[src/rtl/add8_serial_recover_if.sv]
// Handshake bundle for add8_serial_recover: operand-pair input channel and result output channel.
interface add8_serial_recover_if #(
  parameter int unsigned WIDTH = 8
);
  logic             in_valid;
  logic             in_ready;
  logic [WIDTH-1:0] in_a;
  logic [WIDTH:0]   in_s;
  logic             out_valid;
  logic             out_ready;
  logic [WIDTH-1:0] out_b;
  logic             out_err;

  modport master (
    output in_valid, in_a, in_s, out_ready,
    input  in_ready, out_valid, out_b, out_err
  );

  modport slave (
    input  in_valid, in_a, in_s, out_ready,
    output in_ready, out_valid, out_b, out_err
  );
endinterface

[src/rtl/add8_serial_recover.sv]
// Bit-serial operand recovery B = S - A with ripple borrow, LSB first, one bit per clock.
// Flags sums that no WIDTH-bit B can produce.
module add8_serial_recover #(
  parameter int unsigned WIDTH = 8
) (
  input logic                  clk,
  input logic                  rst,
  add8_serial_recover_if.slave bus
);
  localparam int unsigned CW = $clog2(WIDTH + 2);

  typedef enum logic [1:0] {IDLE, SHIFT, DONE} state_t;

  state_t           state_q;
  logic [WIDTH:0]   s_q;
  logic [WIDTH:0]   a_q;
  logic [WIDTH:0]   d_q;
  logic             br_q;
  logic [CW-1:0]    cnt_q;
  logic             out_valid_q;
  logic [WIDTH-1:0] out_b_q;
  logic             out_err_q;

  logic             bit_d;
  logic             br_d;
  logic [WIDTH:0]   d_d;

  always_comb begin
    bit_d = s_q[0] ^ a_q[0] ^ br_q;
    br_d  = (~s_q[0] & a_q[0]) | (~(s_q[0] ^ a_q[0]) & br_q);
    d_d   = {bit_d, d_q[WIDTH:1]};
  end

  assign bus.in_ready  = (state_q == IDLE) & ~rst;
  assign bus.out_valid = out_valid_q;
  assign bus.out_b     = out_b_q;
  assign bus.out_err   = out_err_q;

  always_ff @(posedge clk) begin
    if (rst) begin
      state_q     <= IDLE;
      s_q         <= '0;
      a_q         <= '0;
      d_q         <= '0;
      br_q        <= 1'b0;
      cnt_q       <= '0;
      out_valid_q <= 1'b0;
      out_b_q     <= '0;
      out_err_q   <= 1'b0;
    end else begin
      unique case (state_q)
        IDLE: begin
          if (bus.in_valid) begin
            s_q     <= bus.in_s;
            a_q     <= {1'b0, bus.in_a};
            br_q    <= 1'b0;
            cnt_q   <= '0;
            state_q <= SHIFT;
          end
        end
        SHIFT: begin
          s_q  <= {1'b0, s_q[WIDTH:1]};
          a_q  <= {1'b0, a_q[WIDTH:1]};
          d_q  <= d_d;
          br_q <= br_d;
          // Terminal count publishes the result straight from the last bit's next-state.
          if (cnt_q == CW'(WIDTH)) begin
            out_b_q     <= d_d[WIDTH-1:0];
            out_err_q   <= d_d[WIDTH] | br_d;
            out_valid_q <= 1'b1;
            state_q     <= DONE;
          end else begin
            cnt_q <= cnt_q + 1'b1;
          end
        end
        DONE: begin
          if (bus.out_ready) begin
            out_valid_q <= 1'b0;
            state_q     <= IDLE;
          end
        end
        default: state_q <= IDLE;
      endcase
    end
  end
endmodule

[src/flat_wrapper.sv]
// flat-port wrapper written by rule: the top's interface ports become plain ports
module add8_serial_recover_flat 
#(
  parameter int unsigned WIDTH = 8
)
  (clk, rst, bus_in_valid, bus_in_a, bus_in_s, bus_out_ready, bus_in_ready, bus_out_valid, bus_out_b, bus_out_err);
  add8_serial_recover_if #(.WIDTH(WIDTH)) bus_i ();
  input logic clk;
  input logic rst;
  input wire logic [$bits(bus_i.in_valid)-1:0] bus_in_valid;
  input wire logic [$bits(bus_i.in_a)-1:0] bus_in_a;
  input wire logic [$bits(bus_i.in_s)-1:0] bus_in_s;
  input wire logic [$bits(bus_i.out_ready)-1:0] bus_out_ready;
  output wire logic [$bits(bus_i.in_ready)-1:0] bus_in_ready;
  output wire logic [$bits(bus_i.out_valid)-1:0] bus_out_valid;
  output wire logic [$bits(bus_i.out_b)-1:0] bus_out_b;
  output wire logic [$bits(bus_i.out_err)-1:0] bus_out_err;
  assign bus_i.in_valid = bus_in_valid;
  assign bus_i.in_a = bus_in_a;
  assign bus_i.in_s = bus_in_s;
  assign bus_i.out_ready = bus_out_ready;
  assign bus_in_ready = bus_i.in_ready;
  assign bus_out_valid = bus_i.out_valid;
  assign bus_out_b = bus_i.out_b;
  assign bus_out_err = bus_i.out_err;
  add8_serial_recover #(.WIDTH(WIDTH)) u_core (.clk(clk), .rst(rst), .bus(bus_i));
endmodule
[config.mk]
export PLATFORM = sky130hd
export DESIGN_NAME = add8_serial_recover_flat
export DESIGN_NICKNAME = d
export VERILOG_FILES = /design/src/rtl/add8_serial_recover_if.sv /design/src/rtl/add8_serial_recover.sv /design/src/flat_wrapper.sv
export SDC_FILE = /design/constraint.sdc
export NUM_CORES = 1
export LEC_CHECK = 0
export ABC_AREA = 1
export ABC_CLOCK_PERIOD_IN_PS = 1880
export CORE_MARGIN = 4
export CORE_UTILIZATION = 54
export DETAILED_ROUTE_END_ITERATION = 16
export PLACE_DENSITY = 0.93
export RECOVER_POWER = 100
export SYNTH_ARGS = -nofsm -noshare
export SYNTH_HDL_FRONTEND = slang
export SYNTH_SLANG_ARGS = --single-unit
[constraint.sdc]
create_clock -name clk -period 1.88 [get_ports clk]
set_input_delay 0.376 -clock clk [delete_from_list [all_inputs] [get_ports clk]]
set_output_delay 0.376 -clock clk [all_outputs]
set_load 0.01 [all_outputs]
==> results.yml, run 1 <==
setup_path:
  slowest_stage: "clkdlybuf4s50_1"
  r2r_cells: 7
  cp.arrival_ns: 1.35
  reg2reg_slack_ns: 0.26
  cp-start-kind: "input port"
  slowest_delay_ns: 0.45
  critPathRequiredTime_ns: 1.50
  end_kind: "primary output"
  rr_endpoint: "u_core.bus.out_err"
  reg2reg_from: "u_core.state_q[1]"
  cp_cell_sequence: "clkdlybuf4s50_1 -> nor3_1 -> dlygate4sd2_1"
  worstPathMaxFanout: 2
  crit_type: "input port to primary output"
cells_and_area:
  final_cell_mix: "dfxtp_1, o21ai_0, nor2_1"
  final_nets: 265
  layout-drive-gt1-share_pct: 6.61
  antenna_cells: 0
  fin_area_sq_um: 2070
  fin_cells: 286
  syn_to_final_growth_pct: 22.3
  fillers: 234
  final_common_cell: "dfxtp_1"
die:
  dieArea_sq_um: 4090
  start_util_pct: 55.8
  coreArea_sq_um: 3030
  io-pin-count: 32
  die_y_um: 63.9
  rows: 20
  dieWidth_um: 63.9
min_path:
  hold_path.class: "register to register"
  hold_end: "u_core.bus.out_b[4]"
  hp-start: "u_core.bus.out_b[4]"
  whs_path_depth: 2
routing:
  wl_mm: 3.39
  ant_nets: 0
  vias_per_cell: 5.28
  drt-initial-drc-count: 101
  dr.pass1.iters: 4
  drc: 0
  wire_per_inst_um: 11.9
  vias: 1511
pwr:
  power_density_nw_per_um2: 844
  p_leak_nw: 0.825
  vdd_ir_drop_max_uv: 433
clocking:
  tritoncts: "yes"
  post_cts_resized: 1
  clkSlewWorstSetupHoldPaths_ns: 0.12
  cts_max_path_buffers: 2
  cts-htree-levels: 2
  cts_setup_buffers: 0
  cts_buffers: 5
  clk_latency_ns: 0.35
  root_buffer: "clkbuf_4"
  cts_hold_buf: 0
  clkSinkCount: 42
placed_design:
  placed_cell_area_sq_um: 1990
  place_inst: 278
  dp_hpwl_mm: 2.32
  place.gp.congestion: 0.758
  port_buffers: 31
synth:
  syn_area_per_cell_sq_um: 7.93
  syn-cell-area_sq_um: 1690
  ys_warn_count: 0
  ys_ff_latch: 42
  synthCells: 213
  syn_nets: 237
  seq_area_frac_synth_pct: 49.8
  ys_types: 20
timing:
  min_period_ns: 1.73
  fmax_mhz: 578
  maxSlewHeadroom_pct: 52.7
  finalClockSkew_ns: 0.00300
  rsz0062_at_grt: "false"
  post-route-period-util_pct: 92.0
  drv_slew: 0
  setup_viol: 0
  hold_violations: 0
  worstMarginPinSlew_ns: 0.709
global_routing:
  grt_pass1_vias: 1410
  antenna_found_initial: 0
  grt.overflow.total: 0
  grt_start_max_net_pins: 31
  track_usage_pct: 17.9
  grt_pass1_wl_mm: 5.87
job:
  cap_viol_max_count: 0
run_status:
  status: "finished clean"
==> per-stage QoR <==
stage	hold WS, ns	setup slack [ns]	util, %	setup TNS (ns)	power, mW
6_report	0.472	0.151	68.2	0	1.74
5_1_grt	0.497	0.0544	68.2	0	1.83
4_1_cts	0.478	0.173	68.3	0	1.75
3_5_place_dp	0.460	-0.130	65.8	-2.47	1.20
3_3_place_gp	0.453	-0.118	65.8	-1.95	1.19
2_1_floorplan	0.438	0.626	-	0	1.13
==> cells by family (layout without fill, tap and decap cells) <==
logic type | count (synthesis) | count (layout) | share of synthesized area (%)
flops | 42 | 42 | 49.8
simple gates | 72 | 72 | 17.7
compound gates | 71 | 71 | 22.1
fa+ha+maj | 3 | 3 | 2.67
buf+inv | 25 | 54 | 7.70
==> power by group <==
| part | switching [mW] | total (mW) | internal (mW) |
|---|---|---|---|
| clock | 0.286 | 0.562 | 0.275 |
| combinational | 0.112 | 0.209 | 0.0974 |
| sequential | 0.0313 | 0.972 | 0.941 |
==> final cells by class <==
type,instances,area (sq um),area share (%)
multi-input combinational,146,718,34.8
timing repair buffer,34,329,15.9
clock buffer,5,37.5,1.82
clock inverter,3,40.0,1.94
sequential,42,841,40.7
tap,44,55.1,2.67
inverter,12,45.0,2.18
==> routing by layer <==
| metal | track usage, % | wire [um] | vias up |
|---|---|---|---|
| met5 | 0 | 0 | - |
| met4 | 11.1 | 97 | 0 |
| met3 | 5.27 | 216 | 11 |
| met2 | 27.0 | 1490 | 36 |
| met1 | 22.5 | 1590 | 677 |
| li1 | - | - | 787 |
==> flip-flops by register name (all words and copies together), names as in the netlist <==
name	count
u_core.br_q	1
u_core.state_q	2
u_core.d_q	8
u_core.a_q	8
u_core.bus.out_err	1
u_core.s_q	9
u_core.bus.out_b	8
u_core.bus.out_valid	1
u_core.cnt_q	4
==> how the worst max path moves through the flow <==
stage	endpoint	depth (start not counted)	from
global route	u_core.bus.out_err	6	u_core.state_q[0]
floorplan	u_core.bus.out_b[0]	8	u_core.cnt_q[0]
detailed placement	u_core.a_q[6]	5	rst
global placement	bus_in_ready	3	rst
finish	bus_in_ready	3	rst
CTS	bus_in_ready	3	rst
==> cells in the mapped netlist <==
library cell / instances / area share, %
nand4_1: 2 / 0.74
buf_2: 2 / 0.59
inv_1: 9 / 2.0
nand3_1: 10 / 3.0
fa_1: 1 / 1.2
ha_1: 2 / 1.5
o22ai_1: 15 / 5.6
buf_1: 2 / 0.44
buf_4: 3 / 1.3
inv_2: 3 / 0.67
nor3_1: 2 / 0.59
nor2_1: 29 / 6.4
dfxtp_1: 42 / 50
nand2_1: 26 / 5.8
nand2_2: 2 / 0.74
nand3b_1: 1 / 0.44
buf_6: 3 / 2.0
a21oi_1: 27 / 8.0
clkbuf_1: 3 / 0.67
o21ai_0: 29 / 8.6
==> critical path, delay by kind of cell <==
| kind | cells | cell delay (ns) |
|---|---|---|
| buffers and inverters | 2 | 0.75 |
| and+or+nand+nor | 1 | 0.22 |
(Power assumes the default switching activity.)
==> inputs of run 2 (changes only) <==
--- a/config.mk
+++ b/config.mk
@@ -10,7 +10,7 @@
 export CORE_MARGIN = 4
 export CORE_UTILIZATION = 54
 export DETAILED_ROUTE_END_ITERATION = 16
-export PLACE_DENSITY = 0.93
+export PLACE_DENSITY = 0.89
 export RECOVER_POWER = 100
 export SYNTH_ARGS = -nofsm -noshare
 export SYNTH_HDL_FRONTEND = slang
==> run 2 against run 1 <==
Sequential share of layout area decreased by 0.20 points. Sequential power about the same. Hold slack got worse by 0.0011 ns. Final cell count increased by 0.35%. Via count increased by 0.13%. Cell area increased by 0.48%. Flip-flop and latch count unchanged. Utilization increased by 0.33 points.
==> results.yml, run 2 (same netlist as run 1, synthesis figures left out) <==
run_status:
  status: "finished clean"
min_path:
  hold_path.class: "register to register"
  hold_end: "u_core.bus.out_b[5]"
  whs_path_depth: 2
  hp-start: "u_core.bus.out_b[5]"
timing:
  hold_ws_ns: 0.471
  worstMarginPinSlew_ns: 0.343
  post-route-period-util_pct: 91.1
  rsz0062_at_grt: "false"
  drv_slew: 0
  fin_ws_ns: 0.167
  fmax_mhz: 584
  min_period_ns: 1.71
  finalClockSkew_ns: 0.00738
  hold_violations: 0
  maxSlewHeadroom_pct: 77.0
  setup_viol: 0
routing:
  ant_nets: 0
  highest_layer: "met4"
  route.met2.wl_mm: 1.73
  wl_met1_mm: 1.56
  drc: 0
  wire_per_inst_um: 12.3
  drt-initial-drc-count: 100
  dr.pass1.iters: 4
  wl_mm: 3.53
  vias: 1513
  vias_per_cell: 5.27
  dr_wl_met3_um: 189
setup_path:
  r2r_cells: 8
  slowest_delay_ns: 0.45
  end_kind: "primary output"
  reg2reg_from: "u_core.cnt_q[0]"
  cp_num_cells: 3
  cp.arrival_ns: 1.34
  worstPathMaxFanout: 2
  cp_cell_sequence: "clkdlybuf4s50_1 -> nor3_1 -> dlygate4sd2_1"
  crit_type: "input port to primary output"
  slowest_stage: "clkdlybuf4s50_1"
  cp-start-kind: "input port"
  rr_endpoint: "u_core.bus.out_err"
  reg2reg_slack_ns: 0.26
  crit_family: "buffers and inverters"
  path_buf_inv: 2
  critPathRequiredTime_ns: 1.50
die:
  die_y_um: 63.9
  coreArea_sq_um: 3030
  io-pin-count: 32
  dieArea_sq_um: 4090
  dieWidth_um: 63.9
  rows: 20
  start_util_pct: 55.8
global_routing:
  grt_start_max_net_pins: 31
  grt_pass1_wl_mm: 5.82
  grt_pass1_vias: 1380
  antenna_found_initial: 0
  track_usage_pct: 18.3
  grt.overflow.total: 0
cells_and_area:
  largest_register_ffs: 9
  syn_to_final_growth_pct: 22.9
  final_common_cell: "dfxtp_1"
  top_register: "u_core.s_q"
  antenna_cells: 0
  fillers: 250
  layout-drive-gt1-share_pct: 6.58
  final_nets: 266
  final_cell_mix: "dfxtp_1, o21ai_0, nor2_1"
job:
  cap_viol_max_count: 0
pwr:
  net-switching-power_mw: 0.431
  p_leak_nw: 0.830
  seq_power_share_pct: 55.6
  power_density_nw_per_um2: 841
  vdd_ir_drop_max_uv: 608
  switching_share_pct: 24.7
  pwr-share-comb_pct: 12.3
  clockPowerShare_pct: 32.1
  p_int_mw: 1.32
clocking:
  root_buffer: "clkbuf_4"
  cts-htree-levels: 2
  clkSinkCount: 42
  cts_buffers: 5
  tritoncts: "yes"
  cts_setup_buffers: 0
  cts_max_path_buffers: 2
  clkSlewWorstSetupHoldPaths_ns: 0.12
  clk_latency_ns: 0.36
  cts_hold_buf: 0
placed_design:
  place.gp.congestion: 0.756
  place_ws_ns: -0.103
  port_buffers: 31
  dp_hpwl_mm: 2.38
run 2: changes by cell type in the layout (fill, tap and decap cells not counted):
cell / change
clkbuf_2: -1
inv_1: +1
inv_2: -1
buf_4: +2
run 2: stage by stage:
stage          setup TNS (ns)  instance area, sq um  utilization (%)  instances  total power [mW]
3_5_place_dp           -0.103                  2000             66.0        279              1.20
4_1_cts                     0                  2080             68.6        287              1.75
2_1_floorplan               0                  1690                -        213              1.13
3_3_place_gp           -0.126                  2000             66.0        279              1.19
6_report                    0                  2080             68.6        287              1.75
5_1_grt                     0                  2080             68.6        287              1.82
run 2: final cells by class:
cell class	count	area (sq um)	share of cell area, %
Timing Repair Buffer	35	339	16.3
Clock buffer	5	37.5	1.81
Clock inverter	3	40.0	1.93
Sequential cell	42	841	40.5
Tap cell	44	55.1	2.65
Multi-Input combinational cell	146	718	34.6
Inverter	12	45.0	2.17
run 2: routing by layer:
| layer | vias to the layer above | global-route usage [%] |
|---|---|---|
| li1 | 783 | - |
| met1 | 681 | 21.2 |
| met2 | 43 | 31.2 |
| met3 | 6 | 5.10 |
| met4 | 0 | 8.09 |
| met5 | - | 0 |
run 2: worst max-delay path by stage:
stage                         start                   to  slack [ns]
global placement                rst         bus_in_ready       -0.13
global route        u_core.cnt_q[0]   u_core.bus.out_err        0.08
finish                          rst         bus_in_ready        0.17
CTS                             rst         bus_in_ready        0.17
floorplan           u_core.cnt_q[0]  u_core.bus.out_b[0]        0.63
detailed placement              rst         bus_in_ready       -0.10
run 2: worst reg2reg max path, delay by kind of cell (launching register included):
family / cells / cell delay [ns]
adder cells (fa/ha/maj): 1 / 0.24
flip-flops: 1 / 0.41
AND/OR/NAND/NOR: 4 / 0.45
buffers and inverters: 2 / 0.23
AO/OA/AOI/OAI: 1 / 0.19
run 2: timing repair:
action | CTS | global route
hold endpoints to repair | 0 | 0
setup endpoints to repair | 1 | 0
resized for setup | 1 | 0
run 2: power groups by stage:
| stage | Combinational, mW | Sequential (mW) | Clock [mW] |
|---|---|---|---|
| floorplan | 0.146 | 0.983 | 0 |
| global placement | 0.204 | 0.989 | 0 |
| detailed placement | 0.213 | 0.990 | 0 |
| CTS | 0.214 | 0.971 | 0.568 |
| global route | 0.239 | 0.979 | 0.604 |
| finish | 0.214 | 0.972 | 0.561 |
==> inputs of run 3 (changes only) <==
--- a/config.mk
+++ b/config.mk
@@ -7,10 +7,11 @@
 export LEC_CHECK = 0
 export ABC_AREA = 1
 export ABC_CLOCK_PERIOD_IN_PS = 1880
-export CORE_MARGIN = 4
-export CORE_UTILIZATION = 54
+export CORE_MARGIN = 2
+export CORE_UTILIZATION = 55
+export CTS_BUF_LIST = sky130_fd_sc_hd__clkbuf_8
 export DETAILED_ROUTE_END_ITERATION = 16
-export PLACE_DENSITY = 0.89
+export PLACE_DENSITY = 0.91
 export RECOVER_POWER = 100
 export SYNTH_ARGS = -nofsm -noshare
 export SYNTH_HDL_FRONTEND = slang
==> run 3 against run 2 <==
Sequential power is essentially flat. Highest routed layer unchanged. Total power grew 1.9%. Largest cell class unchanged. Cell area grew 0.18%. Critical path type unchanged.
==> results.yml, run 3 (same netlist as run 1, synthesis figures left out) <==
run_status:
  status: "finished clean"
pwr:
  power_density_nw_per_um2: 856
  net-switching-power_mw: 0.446
  p_int_mw: 1.33
  switching_share_pct: 25.1
  vdd_ir_drop_max_uv: 608
  seq_power_share_pct: 54.6
  pwr-share-comb_pct: 12.0
  clockPowerShare_pct: 33.4
  p_leak_nw: 0.836
clocking:
  cts-htree-levels: 2
  clkSinkCount: 42
  cts_max_path_buffers: 2
  root_buffer: "clkbuf_8"
  cts_buffers: 5
  tritoncts: "yes"
  cts_hold_buf: 0
  clkSlewWorstSetupHoldPaths_ns: 0.07
  cts_setup_buffers: 0
  clk_latency_ns: 0.30
  post_cts_resized: 2
setup_path:
  cp.arrival_ns: 1.32
  reg2reg_from: "u_core.cnt_q[0]"
  worstPathMaxFanout: 2
  startpoint: "rst"
  end_kind: "primary output"
  critPathRequiredTime_ns: 1.50
  crit_type: "input port to primary output"
  cp-start-kind: "input port"
timing:
  post-route-period-util_pct: 90.4
  drv_slew: 0
  setup_viol: 0
  worstMarginPinSlew_ns: 0.414
  rsz0062_at_grt: "false"
  finalClockSkew_ns: 0.00614
  min_period_ns: 1.70
  hold_ws_ns: 0.467
  fin_setup_tns_ns: 0
  maxSlewHeadroom_pct: 72.3
  fmax_mhz: 589
  hold_violations: 0
routing:
  dr.pass1.iters: 4
  drc: 0
  drt-initial-drc-count: 50
  vias_per_cell: 5.58
  wl_mm: 3.63
  ant_nets: 0
  wire_per_inst_um: 13.1
  vias: 1546
cells_and_area:
  layout-drive-gt1-share_pct: 6.97
  largest_register_ffs: 9
  fin_area_sq_um: 2080
  syn_to_final_growth_pct: 23.1
  antenna_cells: 0
  final_common_cell: "dfxtp_1"
  final_util_pct: 69.8
  final_cell_mix: "dfxtp_1, o21ai_0, nor2_1"
  final_nets: 267
  top_register: "u_core.s_q"
job:
  cap_viol_max_count: 0
die:
  dieWidth_um: 59.4
  coreArea_sq_um: 2980
  rows: 20
  dieArea_sq_um: 3530
  io-pin-count: 32
  start_util_pct: 56.7
  die_y_um: 59.4
placed_design:
  placed_cell_area_sq_um: 1990
  place.gp.congestion: 0.761
  dp_hpwl_mm: 2.40
  port_buffers: 31
global_routing:
  grt_pass1_vias: 1381
  track_usage_pct: 23.4
  top_usage_layer: "met2"
  grtUsageMet3_pct: 5.46
  antenna_found_initial: 0
  grt_use_met2_pct: 39.1
  grt.overflow.total: 0
  global_route.usage.met1_pct: 29.3
  grt_pass1_wl_mm: 6.20
  grt_start_max_net_pins: 29
min_path:
  hp-start: "u_core.bus.out_b[4]"
  hold_path.class: "register to register"
==> run 3: final cells by class <==
cell class / count / area, sq um
Inverter: 12 / 45.0
Fill cell: 237 / 898
Sequential cell: 42 / 841
Clock inverter: 2 / 12.5
Tap cell: 33 / 41.3
Clock buffer: 6 / 82.6
Multi-Input combinational cell: 146 / 718
Timing Repair Buffer: 36 / 339
==> run 3: power groups by stage <==
stage	registers, mW	clock network [mW]	logic, mW
2_1_floorplan	0.983	0	0.146
4_1_cts	0.972	0.604	0.215
6_report	0.972	0.594	0.213
3_3_place_gp	0.988	0	0.206
5_1_grt	0.978	0.639	0.242
3_5_place_dp	0.991	0	0.214
==> run 3: path summary, 6_finish.rpt <==
check	to	slack [ns]	depth (start not counted)
worst max-delay path	bus_in_ready	0.18	3
worst min-delay path	u_core.bus.out_b[4]	0.47	2
worst max register to register	u_core.bus.out_err	0.23	8
worst min register to register	u_core.bus.out_b[4]	0.47	2
==> run 3: metal layers <==
layer / vias to the layer above / routed length, um / share of wire, %
met4: 0 / 67 / 1.8
met5: - / 0 / 0
met1: 718 / 1670 / 46
met2: 31 / 1760 / 48
li1: 790 / - / -
met3: 7 / 130 / 3.6
==> run 3: metrics by stage <==
step	power, mW	instances	setup slack, ns
floorplan	1.13	213	0.626
global placement	1.19	269	-0.130
detailed placement	1.21	269	-0.113
CTS	1.79	277	0.225
global route	1.86	277	0.0632
finish	1.78	277	0.181
==> run 3: critical path, stage by stage <==
cell	delay [ns]
clkdlybuf4s50_1	0.45
nor3_1	0.20
dlygate4sd2_1	0.30
